[src/rtl/ws2812_pkg.sv]
// Shared constants for the WS2812 refresh path: pixel layout, default timing, sequencer states.
package ws2812_pkg;

  localparam int unsigned PIXEL_W = 24;
  localparam int unsigned COLOR_W = 8;
  localparam int unsigned G_LSB   = 16;
  localparam int unsigned R_LSB   = 8;
  localparam int unsigned B_LSB   = 0;

  localparam int unsigned CLK_HZ               = 50_000_000;
  localparam int unsigned DEFAULT_FRAME_CYCLES = 2_500_000;  // 50 ms
  localparam int unsigned DEFAULT_LATCH_CYCLES = 15_000;     // 300 us

  typedef enum logic [2:0] {
    StIdle,
    StFetch,
    StWaitRd,
    StSend,
    StDrain,
    StLatch
  } seq_state_e;

endpackage

[src/rtl/ws2812_frame_timer.sv]
// Free-running frame period counter; tick marks the wrap cycle while enabled.
module ws2812_frame_timer
  import ws2812_pkg::*;
#(
  parameter int unsigned FRAME_CYCLES = DEFAULT_FRAME_CYCLES
) (
  input  logic clk_i,
  input  logic rst_i,
  input  logic enable_i,
  output logic tick_o
);

  localparam int unsigned CntW = (FRAME_CYCLES > 1) ? $clog2(FRAME_CYCLES) : 1;

  logic [CntW-1:0] cnt_q, cnt_d;
  logic            wrap;

  assign wrap   = (cnt_q == CntW'(FRAME_CYCLES - 1));
  assign tick_o = enable_i & wrap;

  always_comb begin
    cnt_d = cnt_q + 1'b1;
    if (!enable_i || wrap) begin
      cnt_d = '0;
    end
  end

  always_ff @(posedge clk_i or posedge rst_i) begin
    if (rst_i) begin
      cnt_q <= '0;
    end else begin
      cnt_q <= cnt_d;
    end
  end

endmodule

[src/rtl/ws2812_frame_sequencer.sv]
// Walks the pixel store once per frame, feeds the bit serializer, then holds the latch gap.
module ws2812_frame_sequencer
  import ws2812_pkg::*;
#(
  parameter int unsigned NUM_LED      = 8,
  parameter int unsigned FRAME_CYCLES = DEFAULT_FRAME_CYCLES,
  parameter int unsigned LATCH_CYCLES = DEFAULT_LATCH_CYCLES,
  localparam int unsigned IDX_W       = (NUM_LED > 1) ? $clog2(NUM_LED) : 1
) (
  input  logic               clk_i,
  input  logic               rst_i,
  input  logic               enable_i,
  input  logic               frame_req_i,
  output logic               pix_rd_o,
  output logic [IDX_W-1:0]   pix_addr_o,
  input  logic [PIXEL_W-1:0] pix_data_i,
  output logic [PIXEL_W-1:0] tx_data_o,
  output logic               tx_valid_o,
  input  logic               tx_ready_i,
  input  logic               tx_busy_i,
  output logic               busy_o,
  output logic               frame_done_o,
  output logic               overrun_o,
  output logic [15:0]        frame_count_o
);

  localparam int unsigned LatW = (LATCH_CYCLES > 1) ? $clog2(LATCH_CYCLES) : 1;

  seq_state_e         state_q, state_d;
  logic [IDX_W-1:0]   idx_q, idx_d;
  logic [PIXEL_W-1:0] tx_data_q, tx_data_d;
  logic [LatW-1:0]    latch_q, latch_d;
  logic               pending_q, pending_d;
  logic               overrun_q, overrun_d;
  logic               done_q, done_d;
  logic [15:0]        count_q, count_d;

  logic tick, trigger, last_pix, handshake, latch_end;

  ws2812_frame_timer #(
    .FRAME_CYCLES(FRAME_CYCLES)
  ) u_timer (
    .clk_i    (clk_i),
    .rst_i    (rst_i),
    .enable_i (enable_i),
    .tick_o   (tick)
  );

  assign trigger   = tick | frame_req_i;
  assign last_pix  = (idx_q == IDX_W'(NUM_LED - 1));
  assign handshake = (state_q == StSend) & tx_ready_i;
  assign latch_end = (state_q == StLatch) && (latch_q == '0);

  always_ff @(posedge clk_i or posedge rst_i) begin
    if (rst_i) begin
      state_q <= StIdle;
    end else begin
      state_q <= state_d;
    end
  end

  always_comb begin
    state_d = state_q;
    unique case (state_q)
      StIdle:   if (trigger || pending_q) state_d = StFetch;
      StFetch:  state_d = StWaitRd;
      StWaitRd: state_d = StSend;
      StSend:   if (tx_ready_i) state_d = last_pix ? StDrain : StFetch;
      StDrain:  if (!tx_busy_i) state_d = StLatch;
      StLatch:  if (latch_q == '0) state_d = StIdle;
      default:  state_d = StIdle;
    endcase
  end

  always_comb begin
    pix_rd_o      = (state_q == StFetch);
    pix_addr_o    = idx_q;
    tx_valid_o    = (state_q == StSend);
    tx_data_o     = tx_data_q;
    busy_o        = (state_q != StIdle);
    frame_done_o  = done_q;
    overrun_o     = overrun_q;
    frame_count_o = count_q;
  end

  always_comb begin
    idx_d = idx_q;
    if (handshake) begin
      idx_d = last_pix ? '0 : idx_q + 1'b1;
    end
    tx_data_d = (state_q == StWaitRd) ? pix_data_i : tx_data_q;
    latch_d   = latch_q;
    if ((state_q == StDrain) && !tx_busy_i) begin
      latch_d = LatW'(LATCH_CYCLES - 1);
    end else if ((state_q == StLatch) && (latch_q != '0)) begin
      latch_d = latch_q - 1'b1;
    end
    // IDLE always consumes the queued request; elsewhere a trigger queues one frame.
    pending_d = (state_q == StIdle) ? 1'b0 : (pending_q | trigger);
    overrun_d = trigger & pending_q;
    done_d    = latch_end;
    count_d   = latch_end ? count_q + 16'd1 : count_q;
  end

  always_ff @(posedge clk_i or posedge rst_i) begin
    if (rst_i) begin
      idx_q     <= '0;
      tx_data_q <= '0;
      latch_q   <= '0;
      pending_q <= 1'b0;
      overrun_q <= 1'b0;
      done_q    <= 1'b0;
      count_q   <= '0;
    end else begin
      idx_q     <= idx_d;
      tx_data_q <= tx_data_d;
      latch_q   <= latch_d;
      pending_q <= pending_d;
      overrun_q <= overrun_d;
      done_q    <= done_d;
      count_q   <= count_d;
    end
  end

endmodule

[config.mk]
export PLATFORM = sky130hd
export DESIGN_NAME = ws2812_frame_sequencer
export DESIGN_NICKNAME = d
export VERILOG_FILES = /design/src/rtl/ws2812_pkg.sv /design/src/rtl/ws2812_frame_timer.sv /design/src/rtl/ws2812_frame_sequencer.sv
export SDC_FILE = /design/constraint.sdc
export NUM_CORES = 1
export LEC_CHECK = 0
export CORE_AREA = 2 2 96 98
export DETAILED_ROUTE_END_ITERATION = 7
export DIE_AREA = 0 0 98 100
export PLACE_DENSITY = 0.77
export SKIP_LAST_GASP = 1
export SLEW_MARGIN = 10
export SYNTH_ARGS = -nofsm -noshare
export SYNTH_HDL_FRONTEND = slang
export SYNTH_SLANG_ARGS = --single-unit
[constraint.sdc]
create_clock -name clk_i -period 2.7 [get_ports clk_i]
set_input_delay 0.405 -clock clk_i [delete_from_list [all_inputs] [get_ports clk_i]]
set_output_delay 0.405 -clock clk_i [all_outputs]
set_load 0.01 [all_outputs]
Yosys cells after proc, flatten, opt, wreduce, memory -nomap -nowiden

Cells that the tools add are included.

Register bits after elaboration: 85
Bits of input ports: 30
Output and inout port bits: 48
Word-level logic and storage cells: 53

$add $sub $neg: 4
Equality and inequality tests: 11
Muxes and demuxes: 11
Bitwise gates (word level): 5
Reductions and logical operators: 13

Operators with widths:

| operator              | count |
|---|---|
| $mux 14               | 2 |
| $add 22x1->22 const B | 1 |
| $eq 22x22->1 const B  | 1 |
| $mux 22               | 1 |
| $mux 3                | 6 |
| $pmux 3 s6            | 1 |
| $add 16x1->16 const B | 1 |
| $logic_not 14->1      | 1 |
| $reduce_bool 14->1    | 1 |
| $sub 14x1->14 const B | 1 |
| $eq 3x3->1 const B    | 3 |
| $eq 3x2->1 const B    | 2 |
| $ne 2x2->1 const B    | 3 |
| $reduce_and 4->1      | 1 |
| $add 3x1->3 const B   | 1 |
| $and 1x1->1           | 3 |
| $eq 3x1->1 const B    | 1 |
| $logic_and 1x1->1     | 3 |
| $logic_not 3->1       | 1 |
| $reduce_bool 3->1     | 1 |
| $logic_not 1->1       | 2 |
| $logic_or 1x1->1      | 2 |
| $ne 2x1->1 const B    | 1 |
| $or 1x1->1            | 2 |
| other kinds (2)       | 2 |

Logic depth before layout (Yosys ltp)

Depth in word-level cells: 6
Gate-level depth with buffers: 8
Depth with buffers taken out: 6

By module

A second synthesis with hierarchy kept.

Cells, all modules: 372
Area, all modules: 4,152.7 µm²

Modules (own cells, without submodules):

| module                 | instances | cells each | area an instance (µm²) | sequential area each (µm²) |
|---|---|---|---|---|
| ws2812_frame_sequencer | 1         | 245        | 2,955.3                | 1,576.5 |
| ws2812_frame_timer     | 1         | 127        | 1,197.4                | 550.5 |

Worst setup path before layout

No wires, ideal clock.

Kind: flip-flop to flip-flop
Start: register latch_q[0]
End: register count_q[9], in the netlist frame_count_o[9]
Library setup time: 127 ps
Arrival time: 2,033 ps
Required time: 2,573 ps
Setup slack: 540 ps
Cell stages (with the launch flop): 9
Buffers on the path: 2
Period minus slack after synthesis: 2,160 ps
Cell sequence: dfrtp_1 -> inv_1 -> ha_1 -> or4b_1 -> buf_6 -> nor4b_4 -> buf_6 -> nand4_1 -> xnor2_1

Longest elaborated chain between the ends: 2

RTL lines:

| what                     | RTL line                      | text |
|---|---|---|
| start: declaration       | ws2812_frame_sequencer.sv:32  | `logic [LatW-1:0] latch_q, latch_d;` |
| start signal: assignment | ws2812_frame_sequencer.sv:117 | `latch_q <= latch_d;` |
| $logic_not 14->1         | ws2812_frame_sequencer.sv:52  | `assign latch_end = (state_q == StLatch) && (latch_q == '0);` |
| $logic_and 1x1->1        | ws2812_frame_sequencer.sv:52  |  |
| via done_d               | ws2812_frame_sequencer.sv:35  | `logic done_q, done_d;` |
| end signal: assignment   | ws2812_frame_sequencer.sv:121 | `count_q <= count_d;` |
| end: declaration         | ws2812_frame_sequencer.sv:36  | `logic [15:0] count_q, count_d;` |

The timed path passes the listed nets, and every way through them passes these cells.
A chain may end at the register's enable or synchronous reset.

Final worst setup path

Start: register latch_q[0]
End: register count_q[6], in the netlist frame_count_o[6]

Longest elaborated chain between the ends: 2

RTL lines:

| what              | RTL line |
|---|---|
| $logic_not 14->1  | ws2812_frame_sequencer.sv:52 |
| $logic_and 1x1->1 | ws2812_frame_sequencer.sv:52 |

Every way passes these cells.

==> impl_results.md <==
* Crit path max fanout at 12
* Most frequent cells after synthesis: dfrtp_1, mux2_2, nand2_1
* # diodes at 0
* GP Congestion at 0.8403
* Initial core utilization at 0.4518
* Post-synth cell types at 46
* Row Count at 35
* DRT iter0 DRCs at between 100 and 150
* RSZ-0062 raised after global routing: false
* Min-delay worst type: in -> async
* CTS tree: done
* Gr usage total at 0.1786
* Post-synthesis sequential area ratio at 0.5296
* Post-CTS Setup Bufs at 0
* Pleak at about 2 nW
* Die area at 9800 µm²
* Max Slew Vio Count at 0
* Post-layout util at 0.5711
* Post-synth top area cell: dfrtp_1
* PnR worst setup slack at between 0.2 and 0.3 ns
* Pre-CTS setup slack at just under 0.3 ns
* Share of layout cells above drive strength 1 at 0.1256
* Initial antenna violation count at 0
* Cell Count Post-Placement at 541
* Number of synthesized register bits at between 80 and 90
* Status: finished clean
* Share of the synthesized area in the top cell type at 0.5296
* Largest net degree at the start of global routing at 51
* CP Class: reg -> reg
* Global-route wire length before repair at 14260 µm
* Vias at just over 3000
* IO buf count at 77
* Most frequent cell after synthesis: dfrtp_1
* Grt ovf at 0
* CTS Buffer Depth at 2
* IO Pins at around 80
* # hold bufs at CTS at 0
* Post-detailed-route via-to-cell ratio at between 5 and 6
* Worst Path Required at approximately 2.9 ns
* Detail Route Antenna Nets at 0
* Number of max-cap violations at 0
* Final setup fails at 0
* CTS Buf Count at 9
* Synthesized net count at ~400
* Nets at 477
* Pwr Density at 756.0 nW/µm²
* Avg Cell Area, Syn at ~11 µm²
* CTS root buf: clkbuf_8
* Die W at between 90 and 100 µm
* Gates resized, CTS repair at 0
* Worst Clk Skew at 0.01145 ns
* Core area at about 8900 µm²
* Achievable Freq at 414.3 MHz
* VDD IR max at 0.4998 mV
* Worst setup EP type: flop
* Leading register cell type out of synthesis: dfrtp_1
* Largest cells by area after synthesis: dfrtp_1, mux2_2, xnor2_1
* Cells along the critical path: inv_1 > ha_1 > or4b_1 > nor4b_4 > buf_4 > nand4_1 > xnor2_1
* Worst-Skew Late Latency at approximately 0.35 ns
* Worst Reg-to-Reg Cells at 7
* Sum Neg Setup Slack at 0 ns
* Asr flop ratio synth at 1.000
* EDFF count, synth at 0
* H-tree depth at 3
* Area growth syn-to-layout at 26.42%
* Vias in the first global route at approximately 3000
* Pin slew with the least headroom to its limit at 0.6196 ns
* Final non-filler cell total at 557
* Worst path arrival time at approximately 2.6 ns
* Final wirelength at roughly 8400 µm
* Final period util at 0.8941
* CP max stage cell: or4b_1
* Final Critical Period at about 2.4 ns
* Relative slew slack at 0.5869
* Yosys Warn Count at 0
* Dpl hpwl at 6057 µm
* Hold Fails Final Rpt at 0
* Max incr delay on CP at approximately 0.59 ns
* Clk slew on worst S/H paths at approximately 0.090 ns
* Cell Area, Synth at between 4000 and 5000 µm²
* Startpoint Class: flop
* Post-Syn Instances at ~360
* WL/cell at 15.11 µm
* Final routed DRC violation total at 0
* Clock sinks at between 80 and 90
* Height of the chip at about 100 µm
* Drt pass-1 iters at 4
==> power by group <==
group	switching, mW	internal [mW]
Sequential	0.207	1.56
Combinational	0.517	0.755
Clock	0.445	0.359
==> kinds of logic after synthesis <==
group           Yosys count  share of synthesized area
compound gates           48                    0.08100
buf+inv                  24                    0.02710
simple gates            143                     0.2059
mux                      29                    0.08100
fa+ha+maj                 6                    0.01869
xor+xnor                 26                    0.05670
flops                    85                     0.5296
==> registers in the layout, indices dropped and copies added, names as in the netlist <==
signal and cells:
tx_data_o 24, u_timer.cnt_q 22, frame_count_o 16, latch_q 14, pix_addr_o 3, state_q 3
frame_done_o 1, overrun_o 1, pending_q 1
==> stage by stage <==
step | hold WS, ns | cell area, µm² | power [mW]
6_report | 0.4696 | 5077 | 3.839
3_5_place_dp | 0.4660 | 4900 | 3.077
2_1_floorplan | 0.4470 | 4016 | 2.400
5_1_grt | 0.5016 | 5077 | 4.065
3_3_place_gp | 0.4634 | 4900 | 3.015
4_1_cts | 0.4700 | 5077 | 3.889
==> cell usage in the layout (no fill, tap or decap), types with 8 or more instances in the layout <==
cell type | Yosys | routed
a21oi_1 | 16 | 16
or3_1 | 9 | 9
nand2_1 | 23 | 23
nor3_1 | 9 | 9
nand3_1 | 15 | 15
o31ai_1 | 8 | 8
inv_1 | 11 | 10
o21ai_0 | 8 | 8
clkbuf_8 | 0 | 10
nand4_1 | 18 | 18
dfrtp_1 | 85 | 85
xnor2_1 | 19 | 19
clkdlybuf4s50_1 | 0 | 77
nor2_1 | 21 | 20
or4_1 | 10 | 10
mux2_2 | 28 | 28
==> path summary, 6_finish.rpt <==
check / start / to / slack, ns
min in group clk_i: u_timer.cnt_q[0] / u_timer.cnt_q[0] / 0.48
setup / recovery: latch_q[0] / frame_count_o[6] / 0.29
hold / removal: rst_i / frame_count_o[7] / 0.47
setup reg to reg: latch_q[0] / frame_count_o[6] / 0.29
hold reg to reg: u_timer.cnt_q[0] / u_timer.cnt_q[0] / 0.48
max in group asynchronous: rst_i / u_timer.cnt_q[21] / 1.73
==> area by class of cell <==
class / count / area [µm²]
clock buffer: 11 / 141.4
inverter: 11 / 42.54
multi-input combinational: 252 / 1783
fill: 755 / 3812
tap: 111 / 138.9
timing repair buffer: 82 / 808.3
clock inverter: 5 / 36.28
sequential: 85 / 2127
==> critical path, delay by kind of cell (launching register included) <==
kind / cells / cell delay, ns
adder cells (fa/ha/maj): 1 / 0.15
XOR/XNOR: 1 / 0.15
flip-flops: 1 / 0.42
AND/OR/NAND/NOR: 3 / 1.18
buffers and inverters: 2 / 0.40
==> per-layer routing <==
metal | GRT usage | vias up | part of all wire
met5 | 0 | - | 0
met4 | 0.06303 | 0 | 0.011
met3 | 0.04178 | 11 | 0.033
met2 | 0.2972 | 52 | 0.51
met1 | 0.2308 | 1517 | 0.45
li1 | - | 1488 | -
Note: power is estimated with default switching activity, not from simulation.
